$ cat src/rtl/char_pixel_pipe.sv
// Text-mode pixel pipeline: char/attr fetch, glyph fetch, palette.
// Define CHARGEN_BLINK_EN for the bit-7 blink attribute.
module char_pixel_pipe #(
   parameter int CHAR_ADDR_W     = 12,
   parameter int FONT_ADDR_W     = 12,
   parameter int VGA_MAX_H_WIDTH = 10,
   parameter int VGA_MAX_V_WIDTH = 10
) (
   input  logic                       clk_i,
   input  logic                       rst_i,
   input  logic                       en_i,
   input  logic [VGA_MAX_H_WIDTH-1:0] hcount_i,
   input  logic [VGA_MAX_V_WIDTH-1:0] vcount_i,
   input  logic                       pixel_enable_i,
   input  logic                       vga_hs_i,
   input  logic                       vga_vs_i,
   output logic [CHAR_ADDR_W-1:0]     char_addr_o,
   input  logic [7:0]                 char_code_i,
   input  logic [7:0]                 color_i,
   output logic [FONT_ADDR_W-1:0]     font_addr_o,
   input  logic [7:0]                 font_row_i,
   output logic [3:0]                 vga_r_o,
   output logic [3:0]                 vga_g_o,
   output logic [3:0]                 vga_b_o,
   output logic                       vga_hs_o,
   output logic                       vga_vs_o
);

   typedef struct packed {
      logic [2:0] x;
      logic [3:0] y;
      logic       pe;
      logic       hs;
      logic       vs;
   } s1_t;

   typedef struct packed {
      logic [2:0] x;
      logic       pe;
      logic       hs;
      logic       vs;
   } s2_t;

   s1_t             s1_q;
   s2_t             s2_q;
   logic [7:0]      color_q;
   logic [11:0]     rgb_q;

   logic [6:0]             col;
   logic [4:0]             row;
   logic [CHAR_ADDR_W-1:0] cell_addr;
   logic                   glyph_bit;
   logic                   show_fg;
   logic [3:0]             fg;
   logic [3:0]             bg;
   logic [3:0]             idx;
   logic                   unused_hv;

   function automatic logic [11:0] palette(input logic [3:0] i);
      logic [3:0] lo;
      logic [3:0] r;
      logic [3:0] g;
      logic [3:0] b;
      lo = i[3] ? 4'h5 : 4'h0;
      r  = (i[2] ? 4'hA : 4'h0) + lo;
      g  = (i[1] ? 4'hA : 4'h0) + lo;
      b  = (i[0] ? 4'hA : 4'h0) + lo;
      return {r, g, b};
   endfunction

   assign col       = hcount_i[9:3];
   assign row       = vcount_i[8:4];
   assign unused_hv = ^{hcount_i, vcount_i};

   // row*80 as row*64 + row*16
   assign cell_addr = CHAR_ADDR_W'({row, 6'b0})
                    + CHAR_ADDR_W'({row, 4'b0})
                    + CHAR_ADDR_W'(col);

   assign glyph_bit = font_row_i[3'd7 - s2_q.x];
   assign bg        = color_q[3:0];

`ifdef CHARGEN_BLINK_EN
   logic [4:0] frame_q;

   // Count frames on the falling edge of the delayed vsync
   always_ff @(posedge clk_i) begin
      if (rst_i) begin
         frame_q <= '0;
      end else if (en_i && vga_vs_o && !s2_q.vs) begin
         frame_q <= frame_q + 5'd1;
      end
   end

   always_comb begin
      fg      = {1'b0, color_q[6:4]};
      show_fg = glyph_bit && !(color_q[7] && frame_q[4]);
   end
`else
   always_comb begin
      fg      = color_q[7:4];
      show_fg = glyph_bit;
   end
`endif

   assign idx = show_fg ? fg : bg;

   always_ff @(posedge clk_i) begin
      if (rst_i) begin
         char_addr_o <= '0;
         font_addr_o <= '0;
         s1_q        <= '{x: '0, y: '0, pe: 1'b0, hs: 1'b1, vs: 1'b1};
         s2_q        <= '{x: '0, pe: 1'b0, hs: 1'b1, vs: 1'b1};
         color_q     <= '0;
         rgb_q       <= '0;
         vga_hs_o    <= 1'b1;
         vga_vs_o    <= 1'b1;
      end else if (en_i) begin
         char_addr_o <= pixel_enable_i ? cell_addr : '0;
         s1_q.x      <= hcount_i[2:0];
         s1_q.y      <= vcount_i[3:0];
         s1_q.pe     <= pixel_enable_i;
         s1_q.hs     <= vga_hs_i;
         s1_q.vs     <= vga_vs_i;

         font_addr_o <= FONT_ADDR_W'({char_code_i, s1_q.y});
         color_q     <= color_i;
         s2_q.x      <= s1_q.x;
         s2_q.pe     <= s1_q.pe;
         s2_q.hs     <= s1_q.hs;
         s2_q.vs     <= s1_q.vs;

         rgb_q       <= s2_q.pe ? palette(idx) : 12'h000;
         vga_hs_o    <= s2_q.hs;
         vga_vs_o    <= s2_q.vs;
      end
   end

   assign vga_r_o = rgb_q[11:8];
   assign vga_g_o = rgb_q[7:4];
   assign vga_b_o = rgb_q[3:0];

endmodule

$ cat config.mk
export PLATFORM = sky130hd
export DESIGN_NAME = char_pixel_pipe
export DESIGN_NICKNAME = d
export VERILOG_FILES = /design/src/rtl/char_pixel_pipe.sv
export SDC_FILE = /design/constraint.sdc
export NUM_CORES = 1
export LEC_CHECK = 0
export CAP_MARGIN = 5
export CORE_MARGIN = 2
export CORE_UTILIZATION = 44
export DETAILED_ROUTE_END_ITERATION = 10
export HOLD_SLACK_MARGIN = 0.03
export PLACE_DENSITY = 0.9
export SETUP_SLACK_MARGIN = 0.1
export SYNTH_ARGS = -nofsm -noshare
export SYNTH_HDL_FRONTEND = slang
export SYNTH_SLANG_ARGS = --single-unit
export TNS_END_PERCENT = 50
$ cat constraint.sdc
create_clock -name clk_i -period 2.45 [get_ports clk_i]
set_input_delay 0.245 -clock clk_i [delete_from_list [all_inputs] [get_ports clk_i]]
set_output_delay 0.245 -clock clk_i [all_outputs]
set_load 0.02 [all_outputs]
==> summary.txt <==
Total via count in the routed design -> 1872
Fraction of registers with async set/reset -> 0%
TritonCTS clock tree -> built
Number of antenna violations at the first check in global routing -> 0
Aggregate global-route resource usage -> 17.3%
Max FO, Critical Path -> 2
Via count of the first global-routing pass -> 1845
Count of antenna-violating nets left after detailed routing -> 0
Top-level port count -> 88
Count of flip-flops with a built-in enable after synthesis -> 0
Fillers -> 432
Clock sink count -> 54
Area of the multi-input gates -> 1090 um2
Mapped Cells -> 231
Area share of the largest cell type after synthesis -> 46.8%
Post-layout nets -> 372
Clock latency on the worst-skew pair -> 0.30 ns
Slowest Stage Delay on Critical Path -> 0.56 ns
Count of final hold-check violations -> 0
Worst Setup Slack post-DPL -> -0.181 ns
Wire length on met3 -> 250 um
Sum of met2 wire segment lengths after detailed routing -> 2480 um
Maximum number of pins on one net before global-route repair -> 28
Chip height -> 76.5 um
GP Congestion -> 0.842
Highest routed layer -> met4
Unrepaired setup endpoints after global routing -> true
Leakage power total -> 0.00140 uW
Pins over their slew limit -> 0
CTS root buffer -> sky130_fd_sc_hd__clkbuf_8
Hold/Removal Path Class -> flop to flop
Leading cell types by total area after synthesis -> sky130_fd_sc_hd__dfxtp_1 47%, sky130_fd_sc_hd__mux2i_1 18%, sky130_fd_sc_hd__nor2_1 7.0%
Die area -> 5840 um2
Half-perimeter wire length of the detailed placement result -> 3820 um
Total wire length -> 4940 um
Flop-to-flop setup slack -> 0.75 ns
Critical path, cell by cell -> clkdlybuf4s50_1 -> inv_1 -> fa_1 -> inv_1 -> ha_1 -> a211oi_2 -> o21bai_1 -> a21oi_1 -> mux2i_1 -> a31o_2
TNS Setup -> 0 ns
Longest Clk Path Bufs -> 2
Global-route congestion overflow total -> 0
Wire length of the first global-routing pass -> 8350 um
CP Launch Type -> input port
Core Box Area -> 5070 um2
Std cell rows -> 26
Final Critical Period -> 2.26 ns
Buf/Inv on CP -> 3
Layout Cell Area excl Fill -> 3320 um2
Synth unique cells -> 29
Clock transition at the registers of the reported paths -> 0.10 ns
Detailed-routing wirelength on met1 -> 2140 um
Proportion of synthesized chip area in sequential cells -> 46.8%
Storage element area -> 1080 um2
IO Port Bufs -> 86
Average vias per placed instance -> 4.90
Post-synthesis cell type with the largest combined area -> sky130_fd_sc_hd__dfxtp_1
Post-synth net total -> 292
Diodes inserted -> 0
F_max -> 442 MHz
Drt wl/cell -> 12.9 um
Hold buffer count at cts -> 0
Post-route setup slack -> 0.187 ns
Mean instance size in the synthesized netlist -> 10.0 um2
Critical path's most frequent cell -> sky130_fd_sc_hd__inv_1
Die X -> 76.5 um
Period Utilization, post-route -> 92.4%
Initial Utilization -> 45.5%
First-pass detailed-route iteration total -> 4
Maximum VDD drop -> 0.000390 V
Number of violations reported at the end of detailed-routing iteration 0 -> 69
Relative slew margins -> 64.3%
Cell family with most CP delay -> adder cells
Critical path class -> input port to flop
Total power divided by cell area -> 564 nW/um2
DRC violations left -> 0
Synth-to-layout area growth -> 43.6%
Endpoint type of the worst setup path -> flop
Number of setup violations in the final report -> 0
Worst-Margin Slew -> 0.535 ns
Yosys Warn Count -> 0
DP Area -> 3190 um2
Synthesis-stage register bit count -> 54
Post-synthesis instance area -> 2310 um2
Most instantiated cells after synthesis -> 54 x sky130_fd_sc_hd__dfxtp_1, 43 x sky130_fd_sc_hd__nor2_1, 42 x sky130_fd_sc_hd__mux2i_1, 12 x sky130_fd_sc_hd__nand2_1, 10 x sky130_fd_sc_hd__inv_1
Fraction of final layout cells sized beyond drive strength 1 -> 6.41%
Data arrival time of the critical path -> 2.46 ns
Worst-case clock skew -> 0.00844 ns
Result of the run -> complete, no violations
H-tree levels -> 2
Critical-path cell with the highest stage delay -> sky130_fd_sc_hd__fa_1
Data required time at the worst endpoint -> 2.64 ns
Flip-flop cell with the highest count after synthesis -> sky130_fd_sc_hd__dfxtp_1
Number of buffers created by CTS -> 5
Most numerous cell in the Yosys netlist -> sky130_fd_sc_hd__dfxtp_1
MaxCap Viol Count -> 0
## metrics by stage
stage / std cells / hold WS [ns] / util, % / total power (uW)
final: 382 / 0.478 / 65.3 / 1870
after global routing: 382 / 0.512 / 65.3 / 1960
after CTS: 381 / 0.482 / 65.0 / 1890
after detailed placement: 373 / 0.468 / 62.8 / 1310
after global placement: 373 / 0.452 / 62.8 / 1300
after floorplan: 231 / 0.373 / - / 1150
## worst reg2reg max path, stage by stage, from the launching register on
cell                      delay [ns]
sky130_fd_sc_hd__dfxtp_1        0.40
sky130_fd_sc_hd__mux4_1         0.62
sky130_fd_sc_hd__mux2i_4        0.27
sky130_fd_sc_hd__mux2i_1        0.24
sky130_fd_sc_hd__o21ai_1        0.07
## power breakdown
group / internal (uW) / switching, uW / total [uW]
combinational: 198 / 153 / 351
clock: 305 / 273 / 578
sequential: 919 / 22.7 / 942
total: 1420 / 449 / 1870
## registers in the layout (all words and copies together), names as in the netlist
signal / count
font_addr_o: 12
vga_hs_o: 1
rgb_q: 4
s1_q: 10
char_addr_o: 12
vga_vs_o: 1
s2_q: 6
color_q: 8
## placed cells by master (no fill, tap or decap), drive strengths merged
cell | netlist | final
a211oi | 1 | 1
a21o | 1 | 1
a21oi | 6 | 6
a22oi | 7 | 7
a31o | 1 | 1
and2 | 1 | 1
buf | 12 | 8
bufinv | 0 | 1
clkbuf | 8 | 6
clkdlybuf4s50 | 0 | 85
clkinv | 1 | 1
clkinvlp | 0 | 1
dfxtp | 54 | 54
fa | 2 | 2
ha | 9 | 9
inv | 10 | 10
mux2i | 43 | 43
mux4 | 2 | 2
nand2 | 12 | 12
nand2b | 1 | 1
nand3 | 3 | 3
nor2 | 43 | 43
nor2b | 1 | 1
o21ai | 7 | 7
o21bai | 1 | 1
o31ai | 1 | 1
o32ai | 1 | 1
or3 | 1 | 1
xnor2 | 2 | 2
## logic make-up (layout without fill, tap and decap cells)
| kind of cell | after synthesis | after routing | share of synthesized area (%) |
|---|---|---|---|
| xor gates and xnor gates | 2 | 2 | 0.759 |
| AOI/OAI and AO/OA | 26 | 26 | 7.15 |
| DFF | 54 | 54 | 46.8 |
| and+or+nand+nor | 62 | 62 | 10.7 |
| buffers and inverters | 31 | 112 | 6.55 |
| adders and majority gates | 11 | 11 | 6.61 |
| muxes | 45 | 45 | 21.5 |
## final cells by class
type | count | area share [%]
Inverter | 11 | 1.25
Multi-Input combinational cell | 146 | 32.8
Timing Repair Buffer | 93 | 27.4
Sequential cell | 54 | 32.6
Clock inverter | 2 | 1.13
Tap cell | 70 | 2.64
Clock buffer | 6 | 2.19
## per-layer routing
| layer | GRT usage [%] | up-vias |
|---|---|---|
| li1 | - | 933 |
| met3 | 3.91 | 6 |
| met4 | 5.45 | 0 |
| met2 | 30.3 | 55 |
| met5 | 0 | - |
| met1 | 21.1 | 878 |
## what timing repair did
action                                  CTS  global route
hold endpoints to repair                  0             0
gates resized for setup                   0             3
endpoints found under the setup margin    0             2
buffers inserted                          0             1
## final timing paths
path	startpoint	endpoint	depth (start not counted)
min	rgb_q[7]	rgb_q[7]	2
max	hcount_i[9]	char_addr_o[10]	10
max reg2reg	s2_q[3]	rgb_q[10]	4
min reg2reg	rgb_q[7]	rgb_q[7]	2
No activity file was read; power rests on OpenSTA's default activity.
